**src/rtl/comp_pkg.sv**
```systemverilog
// Shared definitions for the bit-serial magnitude comparator.
// Latency: n/a (types and constants only).
// Backpressure: n/a.
// Contents: FSM state encoding and one-hot result codes {gt, eq, lt}.
package comp_pkg;

  typedef enum logic [1:0] {
    S_IDLE  = 2'd0,
    S_SHIFT = 2'd1,
    S_DONE  = 2'd2
  } state_t;

  localparam logic [2:0] RES_GT   = 3'b100;
  localparam logic [2:0] RES_EQ   = 3'b010;
  localparam logic [2:0] RES_LT   = 3'b001;
  localparam logic [2:0] RES_NONE = 3'b000;

endpackage

```
**src/rtl/comp1_cell.sv**
```systemverilog
// One-bit magnitude comparator cell; purely combinational.
// Latency: 0 cycles.
// Backpressure: none.
// Ports: x, y - bits under test; g = x>y, e = x==y, l = x<y (exactly one high).
module comp1_cell (
  input  logic x,
  input  logic y,
  output logic g,
  output logic e,
  output logic l
);

  assign g = x & ~y;
  assign l = ~x & y;
  assign e = ~(x ^ y);

endmodule

```
**src/rtl/serial_comp_ctrl.sv**
```systemverilog
// Bit-serial magnitude comparator: walks ra/rb MSB first through one comp1_cell, stops at the first differing bit.
// Latency: done pulses bits_used+1 cycles after the accepting edge (WIDTH+1 for equal operands).
// Backpressure: start accepted only in IDLE or DONE; start while busy is dropped, nothing is queued.
// Ports: clk, rst_n (async active-low); start, a, b (request); busy, done, gt, eq, lt, bits_used (status/result).
module serial_comp_ctrl
  import comp_pkg::*;
#(
  parameter  int WIDTH = 8,
  localparam int CW    = $clog2(WIDTH) + 1
) (
  input  logic             clk,
  input  logic             rst_n,
  input  logic             start,
  input  logic [WIDTH-1:0] a,
  input  logic [WIDTH-1:0] b,
  output logic             busy,
  output logic             done,
  output logic             gt,
  output logic             eq,
  output logic             lt,
  output logic [CW-1:0]    bits_used
);

  localparam int IW = $clog2(WIDTH);
  localparam logic [IW-1:0] IDX_MSB = IW'(WIDTH - 1);

  state_t           state, state_nx;
  logic [WIDTH-1:0] ra, ra_nx;
  logic [WIDTH-1:0] rb, rb_nx;
  logic [IW-1:0]    idx, idx_nx;
  logic [2:0]       res, res_nx;
  logic [CW-1:0]    bits, bits_nx;

  logic cell_g, cell_e, cell_l;

  comp1_cell u_cell (
    .x (ra[idx]),
    .y (rb[idx]),
    .g (cell_g),
    .e (cell_e),
    .l (cell_l)
  );

  // Reset release is assumed already synchronised to clk upstream.
  always_ff @(posedge clk or negedge rst_n) begin
    if (!rst_n) begin
      state <= S_IDLE;
      ra    <= '0;
      rb    <= '0;
      idx   <= '0;
      res   <= RES_NONE;
      bits  <= '0;
    end else begin
      state <= state_nx;
      ra    <= ra_nx;
      rb    <= rb_nx;
      idx   <= idx_nx;
      res   <= res_nx;
      bits  <= bits_nx;
    end
  end

  always_comb begin
    state_nx = state;
    ra_nx    = ra;
    rb_nx    = rb;
    idx_nx   = idx;
    res_nx   = res;
    bits_nx  = bits;

    case (state)
      S_IDLE, S_DONE: begin
        if (start) begin
          ra_nx    = a;
          rb_nx    = b;
          idx_nx   = IDX_MSB;
          res_nx   = RES_NONE;
          bits_nx  = '0;
          state_nx = S_SHIFT;
        end else if (state == S_DONE) begin
          state_nx = S_IDLE;
        end
      end

      S_SHIFT: begin
        bits_nx = bits + CW'(1);
        if (!cell_e) begin
          // First differing bit decides the result outright.
          res_nx   = {cell_g, 1'b0, cell_l};
          state_nx = S_DONE;
        end else if (idx == '0) begin
          // Every position matched; idx==0 always leaves SHIFT so idx never wraps.
          res_nx   = RES_EQ;
          state_nx = S_DONE;
        end else begin
          idx_nx = idx - IW'(1);
        end
      end

      default: state_nx = S_IDLE;
    endcase
  end

  assign busy      = (state == S_SHIFT);
  assign done      = (state == S_DONE);
  assign gt        = res[2];
  assign eq        = res[1];
  assign lt        = res[0];
  assign bits_used = bits;

endmodule

```
**config.mk**
```make
export PLATFORM = sky130hd
export DESIGN_NAME = serial_comp_ctrl
export DESIGN_NICKNAME = d
export VERILOG_FILES = /design/src/rtl/comp_pkg.sv /design/src/rtl/comp1_cell.sv /design/src/rtl/serial_comp_ctrl.sv
export SDC_FILE = /design/constraint.sdc
export NUM_CORES = 1
export LEC_CHECK = 0
export ABC_CLOCK_PERIOD_IN_PS = 2200
export CAP_MARGIN = 0
export CORE_MARGIN = 5
export CORE_UTILIZATION = 26
export DETAILED_ROUTE_END_ITERATION = 10
export PLACE_DENSITY_LB_ADDON = 0.2
export SYNTH_ARGS = -nofsm -noshare
export SYNTH_HDL_FRONTEND = slang
export SYNTH_SLANG_ARGS = --single-unit
export TNS_END_PERCENT = 20
```
**constraint.sdc**
```tcl
create_clock -name clk -period 2.2 [get_ports clk]
set_clock_uncertainty 0.1 [all_clocks]
set_input_delay 0.33 -clock clk [delete_from_list [all_inputs] [get_ports clk]]
set_output_delay 0.33 -clock clk [all_outputs]
set_load 0.02 [all_outputs]
```
Word-level counts from Yosys, hierarchy flattened
Cells that the tools add are included.
{"block": "word_totals", "reg_bits": 28, "input_bits": 19, "output_inout_bits": 9, "wordCells": 49}
{"block": "classes", "n_addsub": 2, "magnitude_cmp": 1, "n_eq_ne": 7, "muxes": 19, "bitwise_logic": 5, "n_reduce_logical": 9}
{"cell": "2-to-1 mux 3 bit", "n": 6}
{"cell": "one-hot mux 3 bit (2 select lines)", "n": 2}
{"cell": "2-to-1 mux 2 bit", "n": 4}
{"cell": "one-hot mux 4 bit (2 select lines)", "n": 1}
{"cell": "binary-select mux 1 bit (select 3 bit)", "n": 2}
{"cell": "inequality test 2 bit (second input constant)", "n": 3}
{"cell": "AND reduction 2 bit", "n": 3}
{"cell": "adder 4 x 1 -> 4 bit (second input constant)", "n": 1}
{"cell": "less-than comparator 3 x 4 -> 1 bit (second input constant)", "n": 1}
{"cell": "2-to-1 mux 4 bit", "n": 1}
{"cell": "one-hot mux 2 bit (2 select lines)", "n": 1}
{"cell": "AND reduction 4 bit", "n": 1}
{"cell": "logical NOT 3 bit", "n": 1}
{"cell": "inequality test 3 x 1 -> 1 bit (second input constant)", "n": 1}
{"cell": "inequality test 3 bit (second input constant)", "n": 1}
{"cell": "AND reduction 3 bit", "n": 1}
{"cell": "subtractor 3 x 1 -> 3 bit (second input constant)", "n": 1}
{"cell": "AND 1 bit", "n": 2}
{"cell": "== test 2 x 1 -> 1 bit (second input constant)", "n": 1}
{"cell": "== test 2 bit (second input constant)", "n": 1}
{"cell": "logical NOT 2 bit", "n": 1}
{"cell": "2-to-1 mux 1 bit", "n": 2}
{"cell": "inverter 1 bit", "n": 2}
{"cell": "nonzero test 2 bit", "n": 1}
{"cell": "other kinds (2)", "n": 2}

Longest topological paths before layout
{"block": "depth", "word_depth": 6, "ltp_mapped": 8, "mapped_depth_nobuf": 7}

By module
A second synthesis with hierarchy kept.
{"block": "unflattened", "hier_cells": 132, "hier_area_um2": 1331.3}
{"mod": "serial_comp_ctrl", "instances": 1, "cells_per_inst": 128, "area_each_um2": 1298.7, "seq_area_each_um2": 700.7}
{"mod": "comp1_cell", "instances": 1, "cells_per_inst": 4, "area_each_um2": 32.5, "seq_area_each_um2": 0.0}

Worst setup path after synthesis
OpenSTA, ideal clock, no wires.
{"block": "synth_timing", "path_kind": "register to register", "start": "reg idx[1]", "end": "reg idx[0]", "setup_time_ps": 127, "t_arrival_ps": 1880, "required_time_ps": 1973, "setup_slack_ps": 93, "path_stages_with_launch": 9, "period_less_slack_ps": 2107, "path_cell_list": "dfrtp_1 buf_6 mux4_1 nand2_1 nand2_1 ha_1 clkbuf_1 nand3_1 mux2i_1"}
{"block": "synth_between", "elab_chain_len": 5}
{"element": "start: declaration", "line": "serial_comp_ctrl.sv:30", "source": "logic [IW-1:0] idx, idx_nx;"}
{"element": "start signal: assignment", "line": "serial_comp_ctrl.sv:57", "source": "idx <= idx_nx;"}
{"element": "binary-select mux 1 bit (select 3 bit), on equally long branches", "line": "serial_comp_ctrl.sv:37, serial_comp_ctrl.sv:38"}
{"element": "2-to-1 mux 1 bit, on equally long branches", "line": "serial_comp_ctrl.sv:37, serial_comp_ctrl.sv:38"}
{"element": "bitwise XOR 1 bit", "line": "comp1_cell.sv:15", "source": "assign e = ~(x ^ y);"}
{"element": "inequality test 2 bit (no line)"}
{"element": "AND reduction 4 bit (no line) *"}
Mark *: on every way between the ends. The rest lies on a longest branch, timed or not. The select of a mux whose other input is x is not followed.
A chain may end at the register's enable or synchronous reset.

Worst setup path after layout
{"block": "layout_timing", "start": "reg idx[1]", "end": "reg res[0]"}
{"block": "layout_between", "elab_chain_len": 6}
{"element": "binary-select mux 1 bit (select 3 bit)", "line": "serial_comp_ctrl.sv:37", "source": ".x (ra[idx]),"}
{"element": "2-to-1 mux 1 bit (not written as such)", "line": "serial_comp_ctrl.sv:37"}
{"element": "inverter 1 bit", "line": "comp1_cell.sv:14", "source": "assign l = ~x & y;"}
{"element": "AND 1 bit", "line": "comp1_cell.sv:14"}
{"element": "2-to-1 mux 3 bit", "line": "serial_comp_ctrl.sv:87", "source": "if (!cell_e) begin"}
{"element": "one-hot mux 3 bit (2 select lines)", "line": "serial_comp_ctrl.sv:71", "source": "case (state)"}
{"element": "end signal: assignment", "line": "serial_comp_ctrl.sv:58", "source": "res <= res_nx;"}
{"element": "end: declaration", "line": "serial_comp_ctrl.sv:31", "source": "logic [2:0] res, res_nx;"}
Several ways; a longest one is shown, not always the timed one. The select of a mux whose other input is x is not followed.

==> flow_summary.toml <==
[hold_path]
hold_class = "in2async"

[yosys]
syn_area_per_cell_um2 = 9.58
yosysWarningCount = 0
synth_top_area_share = 0.508
synth_nets = 168
netlist.top_cell.by_area = "dfrtp_1"
synth_seq_cells = 28
synth.area.top_cells = "dfrtp_1 (51%), nand2_1 (16%), mux4_1 (7.6%)"
yosysSeqAreaShare = 0.508
synth.cell_area_um2 = 1380
yosysUniqueCellTypes = 23
syn_inst = 144

[power_and_ir_drop]
p_total_mw = 2.26
power_density_nw_per_um2 = 1270
power_leakage_nw = 0.875
ir_drop_mv = 0.490

[finish]
fin_area_um2 = 1790
n_antenna_cell = 0
area_growth_syn_to_layout_pct = 29.7
drive_above_1_share = 0.0643
final_common_cell = "nand2_1"
multi_input_area_um2 = 634
finalNetCount = 197
seq_area_um2 = 702
fin_cells = 241
n_fill_cell = 539
final_cell_mix = "nand2_1 (60), dfrtp_1 (27), clkdlybuf4s50_1 (27)"

[setup_path]
crit_start = "idx[1]"
crit_path_end = "res[0]"
r2r-start = "idx[1]"
crit_arrival_ns = 2.15
cp-end-kind = "flop"
slowest_stage = "mux4_1"
cp_cell_sequence = "mux4_1 > nand2_1 > and2_1 > ha_4 > a211o_1 > o211ai_1"
worstPathRequired_ns = 2.29
crit_type = "reg2reg"
ff2ff_setup_slack_ns = 0.14
reg2reg_to = "res[0]"
path_max_fanout = 8
start_kind = "flop"
r2r_cells = 6
slowest_delay_ns = 0.56

[grt]
grt_pass1_wl_mm = 5.07
grt_start_max_net_pins = 29
antenna_found_initial = 0
gr-total-overflow = 0
grt_pass1_vias = 1070
grt_util_all_layers = 0.0889

[route]
wl_per_cell_um = 11.6
drc = 0
drt-initial-drc-count = 38
vias = 1020
vias_per_cell = 4.23
wirelength_mm = 2.81
final_antenna_net_count = 0
dr.pass1.iters = 4

[sta]
setup_viol = 0
period_needed_ns = 2.06
finalHoldViolations = 0
fmax_ghz = 0.486
fin_crit_sh = 0.936
rsz0062_at_grt = "no"
drv_slew = 0
worstMarginPinSlew_ns = 0.451
finalSetupTns_ns = 0
setup_slack_ns = 0.141
max_slew_margin = 0.699

[placement]
dpl.hpwl_mm = 2.00
globalplace.congestion = 0.822
placed_area_um2 = 1730
pre_cts_slack_ns = -0.0340
dp_cells = 238
io_buffers = 27

[clocking]
tritoncts = "yes"
numCtsBuffers = 3
clk_pin_slew_worst_paths_ns = 0.09
cts.path.max_buffers = 2
insertion_delay_ns = 0.27
clock_sinks = 28
cts_setup_buffers = 0
cts_root_buf = "clkbuf_8"
htree_num_levels = 1

[floorplanning]
core_um2 = 5140
fp.dieW_um = 82.8
die_area_um2 = 6860
ios = 28
die_h_um = 82.8
start_util = 0.268
floorplan.rows = 26

[flow_run]
drv_cap = 0

[run_status]
outcome = "finished, final reports clean"
area by class of cell:
cell class	instances	area share
Sequential cell	28	0.393
Multi-Input combinational cell	103	0.355
Timing Repair Buffer	31	0.168
Tap cell	70	0.0490
Clock buffer	3	0.0231
Inverter	6	0.0126
per-stage QoR:
step / util / hold slack, ns
5_1_grt: 0.348 / 0.364
3_3_place_gp: 0.337 / 0.360
6_report: 0.348 / 0.329
3_5_place_dp: 0.337 / 0.359
2_1_floorplan: - / -0.0656
4_1_cts: 0.345 / 0.337
sequential cells by signal, summed over array words and instances (netlist names):
name       count
bits_used      4
state          2
ra             8
rb             8
idx            3
res            3
report_power, final:
part | switching, mW | internal, mW | total [mW]
registers | 0.161 | 0.735 | 0.896
logic | 0.560 | 0.534 | 1.09
clock network | 0.150 | 0.123 | 0.273
critical path, delay by kind of cell, from the launching register on:
kind,cells,cell delay [ns]
mux,1,0.56
flops,1,0.45
compound gates,2,0.35
simple gates,2,0.27
fa+ha+maj,1,0.25
synthesized netlist by cell type (all sizes together):
cell / n
nand2: 60
o211ai: 2
a22o: 1
mux4: 4
mux2i: 5
nand4: 2
ha: 5
dfrtp: 28
a32o: 1
buf: 1
o21ai: 1
nand3: 2
clkbuf: 6
a31oi: 2
a21oi: 1
a211o: 2
nor2b: 2
and2: 4
clkinv: 1
nand2b: 4
nor2: 5
inv: 5
kinds of logic after synthesis:
logic type / after synthesis / share of synthesized area
simple gates: 79 / 0.239
flops: 28 / 0.508
buf+inv: 13 / 0.0417
compound gates: 10 / 0.0535
mux: 9 / 0.113
fa+ha+maj: 5 / 0.0454
what timing repair did:
| action | in CTS | in global routing |
|---|---|---|
| resized for setup | 1 | 4 |
| pin swaps | 0 | 0 |
| endpoints found under the hold margin | 0 | 0 |
| gates cloned | 0 | 0 |
| setup endpoints to repair | 4 | 5 |
| hold buffers | 0 | 0 |
worst min path at each step:
| stage | end | slack [ns] | depth (start not counted) |
|---|---|---|---|
| final | state[0] | 0.33 | 2 |
| after global routing | res[0] | 0.36 | 2 |
| after CTS | res[0] | 0.34 | 2 |
| after detailed placement | rb[5] | 0.36 | 2 |
| after global placement | rb[5] | 0.36 | 2 |
| after floorplan | bits_used[0] | -0.07 | 0 |
layer usage:
layer  up-vias  share of wire  track usage
li1        525              -            -
met1       468           0.51        0.115
met2        25           0.42        0.141
met3         2          0.061       0.0327
met4         0         0.0068       0.0223
met5         -              0            0
(Power assumes the default switching activity.)
